--- src/rtl/hazard_scoreboard_pkg.sv ---
// Shared types and constants for the hazard scoreboard: entry layout, sizing and select encoding.
// The entry ageing helper is shared by the scoreboard shift and the next-cycle match view.
package hazard_scoreboard_pkg;

  localparam int NSRC      = 2;
  localparam int RADDR_W   = 5;
  localparam int DEPTH     = 3;
  localparam int LAT_W     = 2;
  localparam int BJ_STAGE  = 2;
  localparam int FLUSH_STG = 2;
  localparam int SEL_W     = $clog2(DEPTH + 1);

  localparam logic [SEL_W-1:0] SEL_RF = {SEL_W{1'b0}};

  typedef struct packed {
    logic               vld;
    logic [RADDR_W-1:0] rd;
    logic [LAT_W-1:0]   cnt;
  } sb_entry_t;

  localparam sb_entry_t SB_EMPTY = '{vld: 1'b0, rd: {RADDR_W{1'b0}}, cnt: {LAT_W{1'b0}}};

  // One pipeline step: remaining latency counts down and sticks at zero.
  function automatic sb_entry_t sb_age(input sb_entry_t e);
    sb_entry_t r;
    r     = e;
    r.cnt = (e.cnt != {LAT_W{1'b0}}) ? (e.cnt - LAT_W'(1)) : e.cnt;
    return r;
  endfunction

endpackage

--- src/rtl/hazard_fwd_match.sv ---
// Matches one source operand against every tracked writer and reports the youngest hit.
// sel is the hit stage only when its result is already forwardable, otherwise the regfile.
module hazard_fwd_match
  import hazard_scoreboard_pkg::*;
(
  input  sb_entry_t [DEPTH:1] ent_i,
  input  logic [RADDR_W-1:0]  src_i,
  input  logic                used_i,
  output logic [SEL_W-1:0]    sel_o,
  output logic                hit_o,
  output logic                pending_o
);

  logic [DEPTH:1]   match_s;
  logic [SEL_W-1:0] stage_s;

  // Scan oldest to youngest so the smallest matching stage wins.
  always_comb begin
    hit_o     = 1'b0;
    pending_o = 1'b0;
    stage_s   = SEL_RF;
    match_s   = {DEPTH{1'b0}};
    for (int k = DEPTH; k >= 1; k--) begin
      match_s[k] = used_i && (src_i != {RADDR_W{1'b0}}) && ent_i[k].vld && (ent_i[k].rd == src_i);
      hit_o      = match_s[k] ? 1'b1 : hit_o;
      pending_o  = match_s[k] ? (ent_i[k].cnt != {LAT_W{1'b0}}) : pending_o;
      stage_s    = match_s[k] ? SEL_W'(k) : stage_s;
    end
    sel_o = (hit_o && !pending_o) ? stage_s : SEL_RF;
  end

endmodule

--- src/rtl/hazard_scoreboard.sv ---
// Shifting register-writer scoreboard: operand forward selects for EX and ID-branch consumers,
// plus PC/IF-ID write enables, ID bubble and fetch enable with flush > back-end > fetch > stall priority.
module hazard_scoreboard
  import hazard_scoreboard_pkg::*;
(
  input  logic                    clk,
  input  logic                    resetn,
  input  logic                    id_valid,
  input  logic [NSRC*RADDR_W-1:0] id_src,
  input  logic [NSRC-1:0]         id_src_used,
  input  logic                    id_bj,
  input  logic                    id_rfwr,
  input  logic [RADDR_W-1:0]      id_rd,
  input  logic [LAT_W-1:0]        id_lat,
  input  logic                    id_hilo_use,
  input  logic                    md_busy,
  input  logic                    icache_ok,
  input  logic                    be_stall,
  input  logic                    flush,
  output logic [NSRC*SEL_W-1:0]   ex_fwd_sel,
  output logic [NSRC*SEL_W-1:0]   id_fwd_sel,
  output logic                    pc_wr,
  output logic                    if_id_wr,
  output logic                    id_bubble,
  output logic                    inst_req_en,
  output logic [7:0]              stall_run
);

  sb_entry_t [DEPTH:1]     ent_q, ent_d, aged_s;
  logic [NSRC*SEL_W-1:0]   id_sel_s, ex_sel_s, ex_fwd_sel_q, ex_fwd_sel_d;
  logic [NSRC-1:0]         id_hit_s, id_pend_s, op_stall_s, ex_hit_s, ex_pend_s;
  logic [2*NSRC-1:0]       ex_unused_s;
  logic                    dstall_s, md_stall_s, any_stall_s;
  logic                    pc_wr_s, if_id_wr_s, bubble_s, inst_req_en_s;
  logic [7:0]              stall_run_q, stall_run_d;

  // Positions each entry will hold after the next edge, with latency already counted down.
  always_comb begin
    for (int k = 1; k <= DEPTH; k++) begin
      aged_s[k] = sb_age(ent_q[k]);
    end
  end

  for (genvar i = 0; i < NSRC; i++) begin : g_op
    hazard_fwd_match u_id_match (
      .ent_i     (ent_q),
      .src_i     (id_src[i*RADDR_W +: RADDR_W]),
      .used_i    (id_src_used[i]),
      .sel_o     (id_sel_s[i*SEL_W +: SEL_W]),
      .hit_o     (id_hit_s[i]),
      .pending_o (id_pend_s[i])
    );

    hazard_fwd_match u_ex_match (
      .ent_i     (aged_s),
      .src_i     (id_src[i*RADDR_W +: RADDR_W]),
      .used_i    (id_src_used[i]),
      .sel_o     (ex_sel_s[i*SEL_W +: SEL_W]),
      .hit_o     (ex_hit_s[i]),
      .pending_o (ex_pend_s[i])
    );

    // A branch in ID may only take a bypass from a producer that has reached BJ_STAGE.
    assign op_stall_s[i] = id_pend_s[i] ||
                           (id_bj && id_hit_s[i] && (id_sel_s[i*SEL_W +: SEL_W] < SEL_W'(BJ_STAGE)));
  end

  assign ex_unused_s = {ex_hit_s, ex_pend_s};
  assign dstall_s    = |op_stall_s;
  assign md_stall_s  = md_busy && id_hilo_use;
  assign any_stall_s = (dstall_s && id_valid) || md_stall_s;

  // Pipeline enable priority; everything is held off while reset is asserted.
  always_comb begin
    pc_wr_s       = 1'b0;
    if_id_wr_s    = 1'b0;
    inst_req_en_s = 1'b0;
    bubble_s      = 1'b1;
    if (!resetn) begin
      bubble_s = 1'b1;
    end else if (flush) begin
      {pc_wr_s, if_id_wr_s, inst_req_en_s, bubble_s} = 4'b1110;
    end else if (be_stall) begin
      {pc_wr_s, if_id_wr_s, inst_req_en_s, bubble_s} = 4'b0000;
    end else if (!icache_ok || md_stall_s || (dstall_s && id_valid)) begin
      {pc_wr_s, if_id_wr_s, inst_req_en_s, bubble_s} = 4'b0001;
    end else begin
      {pc_wr_s, if_id_wr_s, inst_req_en_s, bubble_s} = 4'b1110;
    end
  end

  // Scoreboard shift; a flush from MEM kills every writer younger than the excepting instruction.
  always_comb begin
    ent_d        = ent_q;
    ex_fwd_sel_d = ex_fwd_sel_q;
    if (flush || !be_stall) begin
      ent_d[1].vld = id_valid && id_rfwr && (id_rd != {RADDR_W{1'b0}}) && !bubble_s && !flush;
      ent_d[1].rd  = id_rd;
      ent_d[1].cnt = id_lat;
      for (int k = 1; k < DEPTH; k++) begin
        ent_d[k+1]     = aged_s[k];
        ent_d[k+1].vld = aged_s[k].vld && !(flush && (k < FLUSH_STG));
      end
      ex_fwd_sel_d = bubble_s ? {(NSRC*SEL_W){1'b0}} : ex_sel_s;
    end else begin
      ent_d        = ent_q;
      ex_fwd_sel_d = ex_fwd_sel_q;
    end
  end

  assign stall_run_d = any_stall_s ? ((stall_run_q == 8'hFF) ? stall_run_q : (stall_run_q + 8'd1))
                                   : 8'd0;

  // State registers.
  always_ff @(posedge clk or negedge resetn) begin
    if (!resetn) begin
      ent_q        <= {DEPTH{SB_EMPTY}};
      ex_fwd_sel_q <= {(NSRC*SEL_W){1'b0}};
      stall_run_q  <= 8'd0;
    end else begin
      ent_q        <= ent_d;
      ex_fwd_sel_q <= ex_fwd_sel_d;
      stall_run_q  <= stall_run_d;
    end
  end

  assign pc_wr       = pc_wr_s;
  assign if_id_wr    = if_id_wr_s;
  assign id_bubble   = bubble_s;
  assign inst_req_en = inst_req_en_s;
  assign id_fwd_sel  = resetn ? id_sel_s : {(NSRC*SEL_W){1'b0}};
  assign ex_fwd_sel  = ex_fwd_sel_q;
  assign stall_run   = stall_run_q;

endmodule

--- config.mk ---
export PLATFORM = sky130hd
export DESIGN_NAME = hazard_scoreboard
export DESIGN_NICKNAME = d
export VERILOG_FILES = /design/src/rtl/hazard_scoreboard_pkg.sv /design/src/rtl/hazard_fwd_match.sv /design/src/rtl/hazard_scoreboard.sv
export SDC_FILE = /design/constraint.sdc
export NUM_CORES = 1
export LEC_CHECK = 0
export BUFFER_PORTS_ARGS = -buffer_cell sky130_fd_sc_hd__buf_2
export CAP_MARGIN = 20
export CORE_MARGIN = 10
export CORE_UTILIZATION = 50
export CTS_BUF_LIST = sky130_fd_sc_hd__clkbuf_16
export CTS_CLUSTER_DIAMETER = 120
export DETAILED_ROUTE_END_ITERATION = 12
export GPL_TIMING_DRIVEN = 0
export PLACE_DENSITY = 0.78
export SLEW_MARGIN = 15
export SYNTH_ARGS = -nofsm -noshare
export SYNTH_HDL_FRONTEND = slang
export SYNTH_SLANG_ARGS = --single-unit
--- constraint.sdc ---
create_clock -name clk -period 3.35 [get_ports clk]
set_input_delay 0.5025 -clock clk [delete_from_list [all_inputs] [get_ports clk]]
set_output_delay 0.5025 -clock clk [all_outputs]
set_load 0.02 [all_outputs]
==> metrics.cfg <==
[cells_and_area]
area_growth_pct=25.9
nets=335
num-fill-cells=344
final_core_util=0.658
regArea_um2=902
final_common_cell=nand2_1
multi_input_area_mm2=0.00121
drive_gt1_frac=0.259
n_antenna_cell=0
finalInstanceArea_mm2=0.00265
final_cell_mix=nand2_1 (72), buf_2 (47), dfrtp_1 (35), xnor2_1 (25), nor2_1 (15)
finalNonFillerCells=355

[detailed_routing]
avgViaCountPerCell=5.45
first_pass_iters=4
first_iter_violations=239
antenna_left=0
num_vias=1934
drc=0
wl_per_cell_um=15.6
routed_wl_um=5540

[run_status]
outcome=finished clean

[clock_network]
clkTransAtPathRegs_ns=0.05
cts_tree=done
clock_latency_ns=0.28
cts.sink_count=36
cts_buffers=5
ctsLongestPathBuffers=2
htreeDepth=2
holdBufCountCts=0
cts-root-buf=clkbuf_16

[timing]
worst_pin_slew_ns=0.861
rsz0062_at_grt=yes
timing.fmax_ghz=0.303
setup_viol=0
clock_skew_ns=0.00626
worst_slack_ns=0.0456
finalHoldViolCount=0
fin_crit_sh=0.986
drv_slew=0
holdWs_ns=0.340
period_needed_ns=3.30
slew-limit-headroom=0.426

[critical_path]
rr_worst_depth=8
cp_max_fo=4
r2r-end=aged_s[7]
critPathLaunchType=flop
rr_startpoint=aged_s[12]
crit_type=flop to output pin
required_ns=2.85
end_kind=output pin
arrival_ns=2.80
r2r_setup_slack_ns=0.79

[global_routing]
grt_pass1_vias=1925
grt-ovfl-total=0
grt.total_usage=0.153
grt_max_degree=40
antenna_found_initial=0
grt_pass1_wl_um=9070

[yosys]
ys_seq_elements=36
syn_area_per_cell_um2=8.67
syn-num-nets=273
synthArstFlopShare=1.00
mappedNetlistArea_mm2=0.00211
yosysWarnings=0
synthFlopType=dfrtp_1
synth-edff-count=0
synth_cells=243
ys_types=43
ys_seq_area_frac=0.428

[place]
portBuffers=48
place_hpwl_um=4130
place.gp.congestion=0.913
dp_cells=341
preCtsSetupSlack_ns=-0.0456
place_area_mm2=0.00241

[die]
dieArea_mm2=0.00721
pin_count=49
coreArea_mm2=0.00403
row_count=23
die_w_um=84.9
initial_core_util=0.523
die_h_um=84.9

[min_path]
hold_class=primary input to asynchronous set/reset pin

[pwr]
p_leak_nw=1.28
p_per_area_mw_per_mm2=417
ir_worst_vdd_v=0.000337

[run]
cap_viol_max_count=0

[how the worst max path moves through the flow]
| stage | from | depth (start not counted) | to |
|---|---|---|---|
| 2_1_floorplan | id_src[1] | 6 | id_fwd_sel[0] |
| 6_report | aged_s[12] | 9 | id_bubble |
| 4_1_cts | id_src[1] | 10 | pc_wr |
| 3_3_place_gp | id_src[1] | 10 | id_bubble |
| 5_1_grt | id_src[1] | 10 | id_bubble |
| 3_5_place_dp | id_src[2] | 10 | id_bubble |
[stage by stage]
step,setup TNS [ns],total power [mW]
floorplan,0,0.602
global placement,-0.00523,0.665
detailed placement,-0.0950,0.669
CTS,0,1.10
global route,-0.148,1.16
finish,0,1.11
[where the power goes]
group          switching (mW)  internal (mW)
logic                  0.0960         0.0851
clock network           0.161          0.266
registers              0.0369          0.462
[synth_stat cells (2+ instances only)]
master	count	area share
a211o_1	2	0.0083
a211oi_1	2	0.0071
a21boi_0	2	0.0071
a21oi_1	5	0.012
a22o_1	3	0.012
and3_1	3	0.0089
buf_1	2	0.0036
buf_4	3	0.011
clkbuf_1	3	0.0053
dfrtp_1	36	0.43
mux2i_1	3	0.014
nand2_1	72	0.13
nand3_1	9	0.021
nand3b_1	3	0.011
nand4_1	6	0.018
nor2_1	15	0.027
nor2b_1	2	0.0059
nor3_1	6	0.014
nor4_1	4	0.012
o21ai_0	3	0.0071
o21ai_1	2	0.0048
or2_2	3	0.0089
or4_1	2	0.0071
xnor2_1	27	0.11
xor2_1	7	0.029
[layout make-up]
cell class / count / area share
plain buffers: 8 / 0.0156
clock buffers: 5 / 0.0472
clock inverters: 2 / 0.00283
inverters: 2 / 0.00283
multi-input cells: 197 / 0.455
flip-flops and latches: 36 / 0.340
well taps: 50 / 0.0236
repair buffers: 55 / 0.113
[kinds of logic after synthesis]
group	count (synthesis)	share of synthesized area
AO/OA/AOI/OAI	25	0.0867
AND/OR/NAND/NOR	133	0.295
multiplexers	4	0.0196
buffers and inverters	10	0.0232
flip-flops	36	0.428
adder cells (fa/ha/maj)	1	0.00594
XOR/XNOR	34	0.141
[metal layers]
| layer | GRT usage | routed length (um) |
|---|---|---|
| met3 | 0.0468 | 311 |
| met5 | 0 | 0 |
| met1 | 0.181 | 2280 |
| met2 | 0.250 | 2800 |
| met4 | 0.0659 | 144 |
[sequential cells by signal (all words and copies together), names as in the netlist]
name	cells
aged_s	18
ent_q	6
ex_fwd_sel	4
stall_run	8
[repair_timing]
action                                 CTS  global route
resized for setup                        2            10
pin swaps                                1            10
setup endpoints to repair                3             5
endpoints found under the hold margin    0             0
setup buffers                            2             5
[critical path, cell delays in order, from the launching register on]
cell and delay [ns]:
dfrtp_1 0.43, xnor2_1 0.17, nand4_1 0.15, or4b_4 0.53
a211o_1 0.37, a221oi_2 0.35, buf_4 0.18, a211o_1 0.11
nand2_1 0.06, buf_6 0.18
Power figures use the tool's default switching activity.
